`src/rtl/rv32i_pkg.sv`:
```
// Shared RV32I load/store constants and LSU state encoding.
// Used by the load/store unit and its extension helper.
package rv32i_pkg;

    localparam logic [2:0] F3_LB  = 3'b000;
    localparam logic [2:0] F3_LH  = 3'b001;
    localparam logic [2:0] F3_LW  = 3'b010;
    localparam logic [2:0] F3_LBU = 3'b100;
    localparam logic [2:0] F3_LHU = 3'b101;
    localparam logic [2:0] F3_SB  = 3'b000;
    localparam logic [2:0] F3_SH  = 3'b001;
    localparam logic [2:0] F3_SW  = 3'b010;

    localparam logic [2:0] LSU_IDLE_CTRL = 3'b111;

    typedef enum logic [1:0] {
        LSU_IDLE,
        LSU_ACCESS,
        LSU_SPLIT,
        LSU_RESP
    } lsu_state_e;

    function automatic logic f3_legal(input logic is_store, input logic [2:0] f3);
        if (is_store)
            return (f3 == F3_SB) || (f3 == F3_SH) || (f3 == F3_SW);
        return (f3 == F3_LB) || (f3 == F3_LH) || (f3 == F3_LW) ||
               (f3 == F3_LBU) || (f3 == F3_LHU);
    endfunction

    function automatic logic misaligned(input logic [2:0] f3, input logic [1:0] a);
        unique case (f3[1:0])
            2'b01:   return a[0];
            2'b10:   return a != 2'b00;
            default: return 1'b0;
        endcase
    endfunction

endpackage

```
`src/rtl/lsu_extend.sv`:
```
// Load-result sign/zero extension by funct3.
// Shared by the native and byte-split load paths.
module lsu_extend
    import rv32i_pkg::*;
(
    input  logic [2:0]  funct3,
    input  logic [31:0] raw,
    output logic [31:0] ext
);

    always_comb begin
        ext = raw;
        unique case (1'b1)
            funct3 == F3_LB:  ext = {{24{raw[7]}}, raw[7:0]};
            funct3 == F3_LH:  ext = {{16{raw[15]}}, raw[15:0]};
            funct3 == F3_LBU: ext = {24'b0, raw[7:0]};
            funct3 == F3_LHU: ext = {16'b0, raw[15:0]};
            default:          ext = raw;
        endcase
    end

endmodule

```
`src/rtl/load_store_unit.sv`:
```
// Load/store unit: one request at a time, registered memory controls,
// misaligned accesses optionally split into little-endian byte accesses.
module load_store_unit
    import rv32i_pkg::*;
#(
    parameter bit         SPLIT_EN  = 1'b1,
    parameter logic [2:0] IDLE_CTRL = LSU_IDLE_CTRL
) (
    input  logic        clk,
    input  logic        rst,
    input  logic        req_valid,
    output logic        req_ready,
    input  logic        req_is_store,
    input  logic [2:0]  req_funct3,
    input  logic [31:0] req_addr,
    input  logic [31:0] req_wdata,
    output logic        resp_valid,
    output logic        resp_err,
    output logic [31:0] resp_rdata,
    output logic [2:0]  mem_read_ctrl,
    output logic [2:0]  mem_write_ctrl,
    output logic [31:0] mem_addr,
    output logic [31:0] mem_wdata,
    input  logic [31:0] mem_rdata
);

    lsu_state_e  state_q, state_d;
    logic        is_store_q, is_store_d;
    logic [2:0]  funct3_q, funct3_d;
    logic [31:0] addr_q, addr_d;
    logic [31:0] wdata_q, wdata_d;
    logic [1:0]  cnt_q, cnt_d;
    logic [31:0] asm_q, asm_d;
    logic        resp_valid_q, resp_valid_d;
    logic        resp_err_q, resp_err_d;
    logic [31:0] resp_rdata_q, resp_rdata_d;
    logic [2:0]  rd_ctrl_q, rd_ctrl_d;
    logic [2:0]  wr_ctrl_q, wr_ctrl_d;
    logic [31:0] mem_addr_q, mem_addr_d;
    logic [31:0] mem_wdata_q, mem_wdata_d;

    logic [1:0]  last;
    logic [1:0]  nxt;
    logic [31:0] merged;
    logic [31:0] raw;
    logic [31:0] ext_data;
    logic        req_legal;
    logic        req_mis;

    lsu_extend u_ext (
        .funct3 (funct3_q),
        .raw    (raw),
        .ext    (ext_data)
    );

    always_comb begin
        last      = (funct3_q[1:0] == 2'b01) ? 2'd1 : 2'd3;
        nxt       = cnt_q + 2'd1;
        merged    = asm_q;
        merged[{cnt_q, 3'b000} +: 8] = mem_rdata[7:0];
        raw       = (state_q == LSU_SPLIT) ? merged : mem_rdata;
        req_legal = f3_legal(req_is_store, req_funct3);
        req_mis   = misaligned(req_funct3, req_addr[1:0]);
    end

    always_comb begin
        state_d      = state_q;
        is_store_d   = is_store_q;
        funct3_d     = funct3_q;
        addr_d       = addr_q;
        wdata_d      = wdata_q;
        cnt_d        = cnt_q;
        asm_d        = asm_q;
        resp_valid_d = 1'b0;
        resp_err_d   = 1'b0;
        resp_rdata_d = resp_rdata_q;
        rd_ctrl_d    = IDLE_CTRL;
        wr_ctrl_d    = IDLE_CTRL;
        mem_addr_d   = mem_addr_q;
        mem_wdata_d  = mem_wdata_q;

        unique case (state_q)
            LSU_IDLE: begin
                if (req_valid) begin
                    is_store_d = req_is_store;
                    funct3_d   = req_funct3;
                    addr_d     = req_addr;
                    wdata_d    = req_wdata;
                    cnt_d      = 2'd0;
                    asm_d      = '0;
                    if (!req_legal || (req_mis && !SPLIT_EN)) begin
                        state_d      = LSU_RESP;
                        resp_valid_d = 1'b1;
                        resp_err_d   = 1'b1;
                        resp_rdata_d = '0;
                    end else if (req_mis) begin
                        state_d     = LSU_SPLIT;
                        mem_addr_d  = req_addr;
                        mem_wdata_d = {24'b0, req_wdata[7:0]};
                        if (req_is_store) wr_ctrl_d = F3_SB;
                        else              rd_ctrl_d = F3_LBU;
                    end else begin
                        state_d     = LSU_ACCESS;
                        mem_addr_d  = req_addr;
                        mem_wdata_d = req_wdata;
                        if (req_is_store) wr_ctrl_d = req_funct3;
                        else              rd_ctrl_d = req_funct3;
                    end
                end
            end
            LSU_ACCESS: begin
                state_d      = LSU_RESP;
                resp_valid_d = 1'b1;
                resp_rdata_d = is_store_q ? '0 : ext_data;
            end
            LSU_SPLIT: begin
                if (!is_store_q) asm_d = merged;
                if (cnt_q == last) begin
                    state_d      = LSU_RESP;
                    resp_valid_d = 1'b1;
                    resp_rdata_d = is_store_q ? '0 : ext_data;
                end else begin
                    cnt_d       = nxt;
                    mem_addr_d  = addr_q + {30'b0, nxt};
                    mem_wdata_d = {24'b0, wdata_q[{nxt, 3'b000} +: 8]};
                    if (is_store_q) wr_ctrl_d = F3_SB;
                    else            rd_ctrl_d = F3_LBU;
                end
            end
            LSU_RESP: begin
                state_d = LSU_IDLE;
            end
            default: begin
                state_d = LSU_IDLE;
            end
        endcase
    end

    always_ff @(posedge clk or posedge rst) begin
        if (rst) begin
            state_q      <= LSU_IDLE;
            is_store_q   <= 1'b0;
            funct3_q     <= 3'b000;
            addr_q       <= '0;
            wdata_q      <= '0;
            cnt_q        <= 2'd0;
            asm_q        <= '0;
            resp_valid_q <= 1'b0;
            resp_err_q   <= 1'b0;
            resp_rdata_q <= '0;
            rd_ctrl_q    <= IDLE_CTRL;
            wr_ctrl_q    <= IDLE_CTRL;
            mem_addr_q   <= '0;
            mem_wdata_q  <= '0;
        end else begin
            state_q      <= state_d;
            is_store_q   <= is_store_d;
            funct3_q     <= funct3_d;
            addr_q       <= addr_d;
            wdata_q      <= wdata_d;
            cnt_q        <= cnt_d;
            asm_q        <= asm_d;
            resp_valid_q <= resp_valid_d;
            resp_err_q   <= resp_err_d;
            resp_rdata_q <= resp_rdata_d;
            rd_ctrl_q    <= rd_ctrl_d;
            wr_ctrl_q    <= wr_ctrl_d;
            mem_addr_q   <= mem_addr_d;
            mem_wdata_q  <= mem_wdata_d;
        end
    end

    assign req_ready      = (state_q == LSU_IDLE);
    assign resp_valid     = resp_valid_q;
    assign resp_err       = resp_err_q;
    assign resp_rdata     = resp_rdata_q;
    assign mem_read_ctrl  = rd_ctrl_q;
    assign mem_write_ctrl = wr_ctrl_q;
    assign mem_addr       = mem_addr_q;
    assign mem_wdata      = mem_wdata_q;

endmodule

```
`config.mk`:
```
export PLATFORM = sky130hd
export DESIGN_NAME = load_store_unit
export DESIGN_NICKNAME = d
export VERILOG_FILES = /design/src/rtl/rv32i_pkg.sv /design/src/rtl/lsu_extend.sv /design/src/rtl/load_store_unit.sv
export SDC_FILE = /design/constraint.sdc
export NUM_CORES = 1
export LEC_CHECK = 0
export CAP_MARGIN = 10
export CORE_MARGIN = 8
export CORE_UTILIZATION = 57
export CTS_CLUSTER_DIAMETER = 30
export DETAILED_ROUTE_END_ITERATION = 12
export GPL_TIMING_DRIVEN = 0
export PLACE_DENSITY = 0.87
export SLEW_MARGIN = 40
export SYNTH_ARGS = -nofsm -noshare
export SYNTH_HDL_FRONTEND = slang
export SYNTH_HIERARCHICAL = 1
export SYNTH_SLANG_ARGS = --single-unit
```
`constraint.sdc`:
```
create_clock -name clk -period 14.3 [get_ports clk]
set_input_delay 2.145 -clock clk [delete_from_list [all_inputs] [get_ports clk]]
set_output_delay 2.145 -clock clk [all_outputs]
set_load 0.02 [all_outputs]
```
### Yosys cells after proc, flatten, opt, wreduce, memory -nomap -nowiden

Cells that the tools add are included.

* equality and inequality tests: 20
* shift operators: 3
* add/subtract/negate cells: 3
* mux-type cells: 54
* reduce and logical (&&, ||, !) cells: 16

Operators by type and width (count)
* 2-to-1 mux 32 bit: 14
* case mux 32 bit (2 select lines): 3
* case mux 32 bit (4 select lines): 1
* case mux 32 bit (3 select lines): 1
* 2-to-1 mux 3 bit: 11
* adder 32 x 2 -> 32 bit: 1
* bitwise mux 32 bit: 1
* variable shift 8 x 7 -> 32 bit, first input constant: 1
* variable part select 32 x 6 -> 8 bit: 1
* variable part select 8 x 7 -> 32 bit: 1
* 2-to-1 mux 2 bit: 10
* equality test 3 bit, second input constant: 4
* case mux 3 bit (2 select lines): 2
* != test 2 bit, second input constant: 4
* case mux 2 bit (4 select lines): 1
* AND reduction 4 bit: 2
* 2-to-1 mux 1 bit: 7
* negation 5 -> 7 bit: 1
* equality test 2 x 1 -> 1 bit, second input constant: 3
* equality test 2 bit, second input constant: 3
* equality test 3 x 1 -> 1 bit, second input constant: 2
* logical NOT 3 bit: 2
* AND reduction 3 bit: 2
* logical OR 1 bit: 4
* 11 further kinds: 14

* input port bits: 103
* register bits after elaboration: 208

### Longest topological paths before layout

Gate-level depths: netlist of the first run.

* word-level depth: 9
* depth in mapped cells: 13
* depth with buffers taken out: 10

### By module

Netlist of the first run, hierarchy kept.

Modules (own cells, without submodules)
* load_store_unit: cells an instance 1036, area an instance 10402.5 um^2, instances 1, sequential area each 5212.5 um^2
* lsu_extend: cells an instance 67, area an instance 355.3 um^2, instances 1, sequential area each 0.0 um^2

### Worst setup path before layout of the first run

Ideal clock, no wire load.

* path kind: input-to-reg
* from: input port req_funct3[0]
* to: register mem_addr_q[31] (netlist: mem_addr[31])
* setup slack: 10467 ps
* arrival: 3751 ps
* buffers on the path: 2
* stages: 9
* required time: 14218 ps
* cell sequence: inv_1 -> ha_1 -> o311ai_0 -> a21o_1 -> a22o_1 -> buf_2 -> buf_2 -> a21oi_1 -> o22ai_1

* longest elaborated chain between the ends: 8
* elaborated cells between the ends (all ways): 13

Ends and longest elaborated chain
* start, declared: RTL line load_store_unit.sv:14 `input logic [2:0] req_funct3,`
* equality test 3 x 1 -> 1 bit or logical NOT 3 bit (tied branches): RTL line rv32i_pkg.sv:25, rv32i_pkg.sv:26
* logical OR 1 bit (2 in a row): RTL line rv32i_pkg.sv:25, rv32i_pkg.sv:26
* logical OR 1 bit: RTL line rv32i_pkg.sv:26 `return (f3 == F3_LB) || (f3 == F3_LH) || (f3 == F3_LW) ||`
* logical OR 1 bit: RTL line rv32i_pkg.sv:27 `(f3 == F3_LBU) || (f3 == F3_LHU);`
* 2-to-1 mux 1 bit *: RTL line rv32i_pkg.sv:26
* != test 2 x 1 -> 1 bit (no source line) *
* AND reduction 4 bit (no source line) *
* end signal, assigned: RTL line load_store_unit.sv:168 `mem_addr_q <= mem_addr_d;`
* end, declared: RTL line load_store_unit.sv:39 `logic [31:0] mem_addr_q, mem_addr_d;`

Mark *: on every way between the ends. The rest lies on a longest branch, timed or not. The select of a mux whose other input is x is not followed.
A chain may end at the register's enable or synchronous reset.

### Worst setup path after layout of the first run

Same ends and word-level chain as after synthesis.

==> metrics.txt, run 1 <==
Seq/Total Area, Yosys between 40 and 50%; Setup Fix Bufs, Post-CTS 0; worst setup path class in -> reg; core area roughly 19000 um2; PostCTS Resize Cnt 0; Gate Count Post-Synth 1103; global-route wire length before repair ~56000 um; fin util around 80%; Ys Warns 6; Reg2Reg Depth 12; power density over cell area 259.2 nW/um2; pre-CTS WS between 9000 and 10000 ps; clk_lat worst skew about 520 ps; number of vias per cell between 6 and 7; CP Capture Type register; clock sink count 208; Final Hold Fails 0; Total Negative Setup Slacks 0 ps; CTS max path bufs 3; Num CTS Buffers 40; startpoint types input pin; CP arrival around 5000 ps; detailed-route via count roughly 9900; die height ~150 um; HP Class reg -> reg; CTS tree done; WL per Instance 22.14 um; leading area contributor after synthesis dfrtp_1; io pins 208; worst-case clock skew between 20 and 25 ps; final period utilization a little under a third; root buffer cell clkbuf_16; Slew headroom between 40% and 50%; antenna cell count 0; Fmax achieved approximately 220 MHz; top-area cell type share of the netlist area around 47%; status finished clean; GR Overflow Total 0; worst-margin pin slew 893.6 ps; Final Power roughly 3.8 mW; fraction of layout cells with a size suffix above 1 14.56%; Starting Density roughly 58%; Netlist cell types 58; All-Layer GR Usage 29.95%; design area approximately 14000 um2; RePlAce Congestion a little over 0.9; WL final ~36000 um; die width around 150 um; Synth area leaders dfrtp_1, mux2_2, nand2_1, mux2i_1, a21oi_1; Max VDD drop approximately 0.16 mV; Final ANT Viol Nets 0; area growth from synthesis to layout 34.66%; Crit Path Max Fanout 10; RSZ-0062 raised after global routing no; Synth Net Count approximately 1200; row count 50; FF+latch count, synth ~210; fin. max-slew vios 0; Worst Hold Depth 2; H-tree depth 2; Max Cap Viol 0; placed cell area between 10000 and 15000 um2; initial antenna violation count 0; Post-synth EDFFs 0; setup ws final between 9000 and 10000 ps; Syn Area/Cell 9.753 um2; final setup vio count 0; DR iter-0 viols slightly above 800; Clock transition at path regs roughly 40 ps; leakage approximately 6.4 nW; Remaining DRCs 0; number of I/O port buffers just under 200; final worst path period need 4549 ps; hold bufs inserted after CTS 0; vias in the first global route approximately 11000; largest net degree at the start of global routing ~80; iteration count of the initial detailed-routing pass 6; CP required 14660 ps; Synth Flop Type dfrtp_1; Async SR Flop Fraction 100.0%; die area approximately 24000 um2; post-DP HPWL ~23000 um; Post-Syn Area 10760 um2; nets@finish 1465
-- worst max-delay path, stage by stage --
cell and delay [ps]:
clkdlybuf4s50_1 530, inv_1 90, ha_1 240, o311ai_0 570, a21o_1 300, a22oi_2 230
nand2_1 190, clkbuf_1 440, o22ai_1 170
-- metal layers --
layer	global-route usage (%)	vias up	share of wire, %
li1	-	4318	-
met1	35.35	4782	37
met2	50.49	635	49
met3	7.725	130	9.4
met4	14.09	0	4.4
met5	0	-	0
-- area by class of cell --
class                   instances  area [um2]
plain buffers                  82       387.9
inverters                      46       180.2
well taps                     234       292.8
fillers                      1148        4156
flip-flops and latches        208        5213
clock inverters                19       240.2
clock buffers                  51        1124
repair buffers                201        2047
multi-input cells             767        5002
-- state kept, by name, indices dropped and copies added, names as in the netlist, 32 cells and up --
| register | flops |
|---|---|
| wdata_q | 32 |
| asm_q | 32 |
| mem_addr | 32 |
| addr_q | 32 |
| resp_rdata | 32 |
| mem_wdata | 32 |
-- cells in the final DEF, fill, tap and decap left out, types with 7 or more instances in the layout --
master,instances
clkdlybuf4s50_1,199
xor2_1,17
nor2b_1,29
nor2_1,46
mux2i_1,51
and3_1,7
a21o_1,8
mux2_2,68
nand4_1,16
o21ai_0,79
clkbuf_16,41
buf_2,23
nand3_1,43
a22o_1,28
nor3_1,9
inv_1,45
mux4_2,8
a21oi_1,85
clkinv_2,7
dfrtp_1,202
ha_1,15
nand2_1,186
clkbuf_1,48
buf_4,9
-- through the flow --
stage,cells,hold WS [ps]
2_1_floorplan,1103,442.2
6_report,1608,472.8
3_3_place_gp,1536,447.9
5_1_grt,1608,482.0
4_1_cts,1608,473.0
3_5_place_dp,1538,454.4
-- Yosys cell counts, types with 2 or more instances --
cell type	n
a211o_1	3
a211oi_1	5
a21o_1	8
a21oi_1	86
a22o_1	28
a31oi_1	2
a32o_1	5
and2_1	5
and3_1	7
buf_1	2
buf_2	23
buf_4	9
buf_6	2
clkbuf_1	44
clkbuf_2	2
dfrtp_1	202
dfstp_2	6
ha_1	15
inv_1	46
mux2_2	68
mux2i_1	51
mux4_2	8
nand2_1	186
nand2b_1	3
nand3_1	43
nand3_2	2
nand4_1	16
nor2_1	46
nor2b_1	29
nor3_1	10
nor4_1	3
nor4_2	2
o211ai_1	6
o21ai_0	79
o22ai_1	6
o31ai_1	2
xnor2_1	6
xor2_1	17
-- report_power, final --
part	total, mW	switching, mW	internal, mW
Clock	0.955	0.314	0.642
Sequential	1.06	0.202	0.859
Combinational	1.74	1.01	0.732
-- worst paths after layout --
check	from	end	slack [ps]
max reg2reg	state_q[0]	resp_rdata[23]	10610
min reg2reg	asm_q[14]	asm_q[14]	470
min	asm_q[14]	asm_q[14]	470
max in group asynchronous	rst	mem_addr[11]	11440
max	req_funct3[0]	mem_addr[31]	9750
min in group asynchronous	rst	resp_rdata[1]	2090
-- cell families after synthesis --
family	synth area share [%]
AND/OR/NAND/NOR	15.50
AO/OA/AOI/OAI	13.36
flip-flops	48.45
buffers and inverters	5.211
multiplexers	13.67
XOR/XNOR	1.872
adder cells (fa/ha/maj)	1.931
Note: power is estimated with default switching activity, not from simulation.
==> run 2: changes to the inputs <==
CORE_UTILIZATION = 48   (was 57)
PLACE_DENSITY = 0.78   (was 0.87)
clock period = 4.17 ns   (was 14.3 ns; I/O delays follow)
==> metrics.txt, run 2 (synthesis gave the netlist of run 1 again) <==
status finished clean; leakage between 6 and 7 nW; Total Negative Setup Slacks 0 ps; number of I/O port buffers 199; initial antenna violation count 4; design area roughly 15000 um2; most frequent cells in the layout dfrtp_1, clkdlybuf4s50_1, nand2_1; nets@finish about 1500; commonest non-fill, non-tap cell in the layout dfrtp_1; RePlAce Congestion between 0.8 and 0.9; CTS max path bufs 3; clock sink count 208; startpoint types register; number of vias per cell 5.682; detailed-route via count approximately 9500; global-route wire length before repair 53100 um; CP Capture Type register; CP arrival between 4000 and 5000 ps; placed cell area 13360 um2; die area ~27000 um2; hold bufs inserted after CTS 0; largest net degree at the start of global routing 24; fin. max-slew vios 0; final setup vio count 0; RSZ-0062 raised after global routing no; All-Layer GR Usage roughly a quarter; GR Overflow Total 0; Max Cap Viol 0; clk_lat worst skew roughly 540 ps; H-tree depth 2; fraction of layout cells with a size suffix above 1 15.16%; setup ws final around 530 ps; FF+latch area 5213 um2; pre-CTS WS between 600 and 700 ps; Remaining DRCs 0; Max VDD drop approximately 0.51 mV; Final ANT Viol Nets 0; root buffer cell clkbuf_16; fill count between 1500 and 2000; core area approximately 22000 um2; HP Class in -> async; final worst path period need about 3600 ps; io pins between 200 and 250; worst setup path class reg -> reg; Clock transition at path regs 50 ps; CTS tree done; multi-input logic area ~5000 um2; Crit Path Max Fanout 10; Starting Density 49.14%; Num CTS Buffers 43; DR iter-0 viols ~670; area growth from synthesis to layout 37.60%; post-DP HPWL about 24000 um; Slew headroom between 40% and 50%; worst-margin pin slew about 850 ps; die width around 170 um; Fmax achieved ~270 MHz; worst-case clock skew around 27 ps; Setup Fix Bufs, Post-CTS 0; power density over cell area ~860 nW/um2; PostCTS Resize Cnt 0; CP required 4560 ps; WL final about 34000 um; die height around 170 um; WL per Instance 20.04 um; final period utilization just under 90%; iteration count of the initial detailed-routing pass 5; row count 54; Final Hold Fails 0; vias in the first global route roughly 10000
run 2: per-layer routing:
metal  routed length, um  up-vias  global-route usage [%]
met4                1015        6                   8.817
li1                    -     4349                       -
met3                3106       94                   7.336
met1               13310     4625                   28.29
met5                  41        -                       0
met2               16060      432                   39.39
run 2: final cells by class:
cell class | count | share of cell area (%)
Tap cell | 280 | 2.367
Sequential cell | 208 | 35.21
Multi-Input combinational cell | 767 | 33.77
Inverter | 46 | 1.192
Clock inverter | 19 | 1.395
Antenna cell | 1 | 0.01690
Buffer | 82 | 2.620
Timing Repair Buffer | 209 | 15.16
Clock buffer | 61 | 8.266
run 2: through the flow:
| step | hold slack (ps) | power (mW) | cells | util [%] |
|---|---|---|---|---|
| floorplan | 442.2 | 7.210 | 1103 | - |
| global placement | 449.3 | 9.179 | 1582 | 59.86 |
| detailed placement | 454.5 | 9.367 | 1592 | 61.01 |
| CTS | 417.9 | 12.77 | 1672 | 67.55 |
| global route | 428.6 | 13.49 | 1673 | 67.62 |
| finish | 417.6 | 12.76 | 1673 | 67.62 |
run 2: worst max-delay path: stages (launching register included):
cell and delay (ps):
dfrtp_1 390, inv_1 130, ha_1 150, buf_2 200, clkbuf_1 360, clkbuf_1 580
nand2_1 370, a22o_1 360, mux2i_2 310, clkbuf_1 320, o21ai_0 140, nand2_1 100
mux2i_1 70
run 2: report_power, final:
group,leakage [nW],internal [mW],total [mW],switching (mW)
clock network,0.691,2.17,3.31,1.14
logic,3.16,2.52,5.87,3.34
registers,2.63,2.94,3.59,0.642
run 2: worst paths after layout:
check                           slack (ps)  cells past startpoint        endpoint     startpoint
worst max-delay path                   530                     12  resp_rdata[26]     state_q[0]
worst min-delay path                   420                      2        asm_q[0]            rst
worst max register to register         530                     12  resp_rdata[26]     state_q[0]
worst min register to register         460                      2   mem_wdata[19]  mem_wdata[19]
max in group asynchronous             2610                      7     wdata_q[19]            rst
min in group clk                       460                      2   mem_wdata[19]  mem_wdata[19]
==> run 3: changes to the inputs <==
ABC_AREA = 1   (was default)
PLACE_DENSITY = 0.73   (was 0.78)
==> metrics.txt, run 3 <==
placed cells 1954; row count 55; CP required 4650 ps; Synth area leaders dfrtp_1, nand2_1, nand3_1, nor2_1, o21ai_0; Synth Flop Type dfrtp_1; die width 167.8 um; Slew headroom roughly 56%; Max VDD drop ~0.50 mV; post-DP HPWL 27340 um; combinational power share around 45%; die area ~28000 um2; number of vias per cell 5.314; Synth Net Count roughly 1600; Final Power around 14 mW; final std cells w/o fill between 2000 and 2500; global-route wire length before repair about 60000 um; core area about 23000 um2; clk_lat worst skew 560 ps; most frequent cells in the layout nand2_1, clkdlybuf4s50_1, dfrtp_1; clock sink count approximately 210; largest net degree at the start of global routing 26; DR iter-0 viols 878; Async SR Flop Fraction 100.0%; iteration count of the initial detailed-routing pass 6; detailed-route via count 10905; CP Capture Type register; final setup vio count 0; HP Class in -> async; clock power share between 30 and 40%; CP arrival a little under 4000 ps; Remaining DRCs 0; crit-path cells buf_2, inv_2, buf_2, ha_1, buf_2, inv_2, nand4_2, o22ai_1, nand2_1, o21ai_0, nand3_4, buf_6, nand2_1, nand3_1, nand2_1; RePlAce Congestion around 0.97; fin util between 60% and 70%; RSZ-0062 raised after global routing no; count leader, synth nand2_1; hold bufs inserted after CTS 0; antenna cell count 0; nets@finish between 1500 and 2000; Ys Warns 6; multi-input logic area just under 5000 um2; Syn Area/Cell ~7.6 um2; Slowest cell on crit path dfrtp_1; Final ANT Viol Nets 0; status finished clean; WL per Instance about 18 um; Post-Syn Area around 11000 um2; Post-synth EDFFs 0; Synth top cells by count nand2_1, dfrtp_1, nor2_1, nand3_1, inv_1; Crit path largest cell delay just over 400 ps; Final Hold Fails 0; FF+latch area between 5000 and 6000 um2; power density over cell area ~900 nW/um2; fill count about 1800; Reg2Reg Depth 15; Pint around 8 mW; setup slack, reg-to-reg between 700 and 800 ps; WL final roughly 37000 um; GR Overflow Total 0; fraction of layout cells with a size suffix above 1 about an eighth; sw frac between 40 and 50%; vias in the first global route 11106; initial antenna violation count 2; die height 167.8 um; leading area contributor after synthesis dfrtp_1; root buffer cell clkbuf_16; top-area cell type share of the netlist area between 40 and 50%; Crit Path Max Fanout 13; area growth from synthesis to layout 40.56%; net switching power ~5.7 mW; leakage around 7.5 nW; commonest non-fill, non-tap cell in the layout nand2_1; PostCTS Resize Cnt 0; H-tree depth 2; Starting Density about 50%; worst setup path class reg -> reg; capture point of the worst reg-to-reg path resp_rdata[14]; Setup Fix Bufs, Post-CTS 0; All-Layer GR Usage about a quarter; FF+latch count, synth 208; CTS max path bufs 3; CTS tree done; io pins around 210; Num CTS Buffers between 50 and 60; Gate Count Post-Synth ~1500; Max Cap Viol 0; fin. max-slew vios 0; final worst path period need 3390 ps; Seq/Total Area, Yosys between 40% and 50%; Fmax achieved between 200 and 300 MHz; Netlist cell types 36; startpoint types register; final period utilization 81.31%; Reg power frac between 20% and 30%; Clock transition at path regs roughly 40 ps; worst-margin pin slew roughly 650 ps; RR Startpoint cnt_q[0]; number of I/O port buffers roughly 210; worst-case clock skew roughly 17 ps
run 3: cell types whose count changed in the layout (fill, tap and decap cells not counted), sizes merged, moves of 25 or more:
cell / change
a21oi: -72
a22o: -29
buf: +25
inv: +65
mux2: -33
mux2i: -52
nand2: +361
nand3: +73
nor2: +90
nor2b: -29
o21ai: +54
run 3: critical path: cells and delay by family (launching register included):
kind | cells | cell delay [ps]
AOI/OAI and AO/OA | 2 | 470
adders and majority gates | 1 | 320
buffers and inverters | 6 | 1320
DFF | 1 | 410
and+or+nand+nor | 6 | 790
run 3: layer usage:
| metal | track usage, % | wire length, um | vias to the layer above |
|---|---|---|---|
| met5 | 0 | 34 | - |
| met4 | 10.13 | 1159 | 4 |
| met3 | 7.460 | 3324 | 89 |
| met2 | 43.32 | 17520 | 483 |
| met1 | 31.87 | 14960 | 5139 |
| li1 | - | - | 5190 |
run 3: cell families (layout without fill, tap and decap cells):
family / Yosys count / after routing / share of synthesized area (%)
buffers and inverters: 193 / 507 / 8.340
XOR/XNOR: 5 / 5 / 0.3961
multiplexers: 35 / 35 / 3.565
AND/OR/NAND/NOR: 815 / 815 / 30.00
adder cells (fa/ha/maj): 16 / 16 / 1.878
flip-flops: 208 / 208 / 47.14
AO/OA/AOI/OAI: 181 / 181 / 8.679
run 3: per-stage QoR:
stage	area (um2)	setup slack, ps	hold slack (ps)	TNS (ps)
finish	15540	779.6	463.5	0
global route	15540	479.9	485.1	0
CTS	15540	830.7	465.7	0
detailed placement	13700	834.1	465.5	0
global placement	13490	-869.6	462.0	-170360
floorplan	11060	849.2	453.0	0
run 3: final cells by class:
type | count | share of cell area, %
buffer | 81 | 3.228
inverter | 112 | 2.729
clock buffer | 66 | 9.226
clock inverter | 32 | 2.625
timing repair buffer | 216 | 14.68
multi-input combinational | 1052 | 31.67
sequential | 208 | 33.54
tap | 285 | 2.294
run 3: how the worst max path moves through the flow:
| stage | start | endpoint | depth (start not counted) |
|---|---|---|---|
| final | cnt_q[0] | resp_rdata[14] | 15 |
| after global routing | cnt_q[0] | resp_rdata[13] | 15 |
| after CTS | cnt_q[0] | resp_rdata[16] | 15 |
| after detailed placement | cnt_q[0] | resp_rdata[16] | 15 |
| after global placement | rst | mem_wdata[19] | 2 |
| after floorplan | rst | addr_q[0] | 1 |
run 3: power by group through the flow:
stage	logic [mW]	clock network, mW	registers, mW
CTS	6.25	4.22	3.49
detailed placement	6.19	0	3.50
global placement	6.06	0	3.48
finish	6.24	4.18	3.50
floorplan	3.38	0	3.94
global route	6.88	4.34	3.60
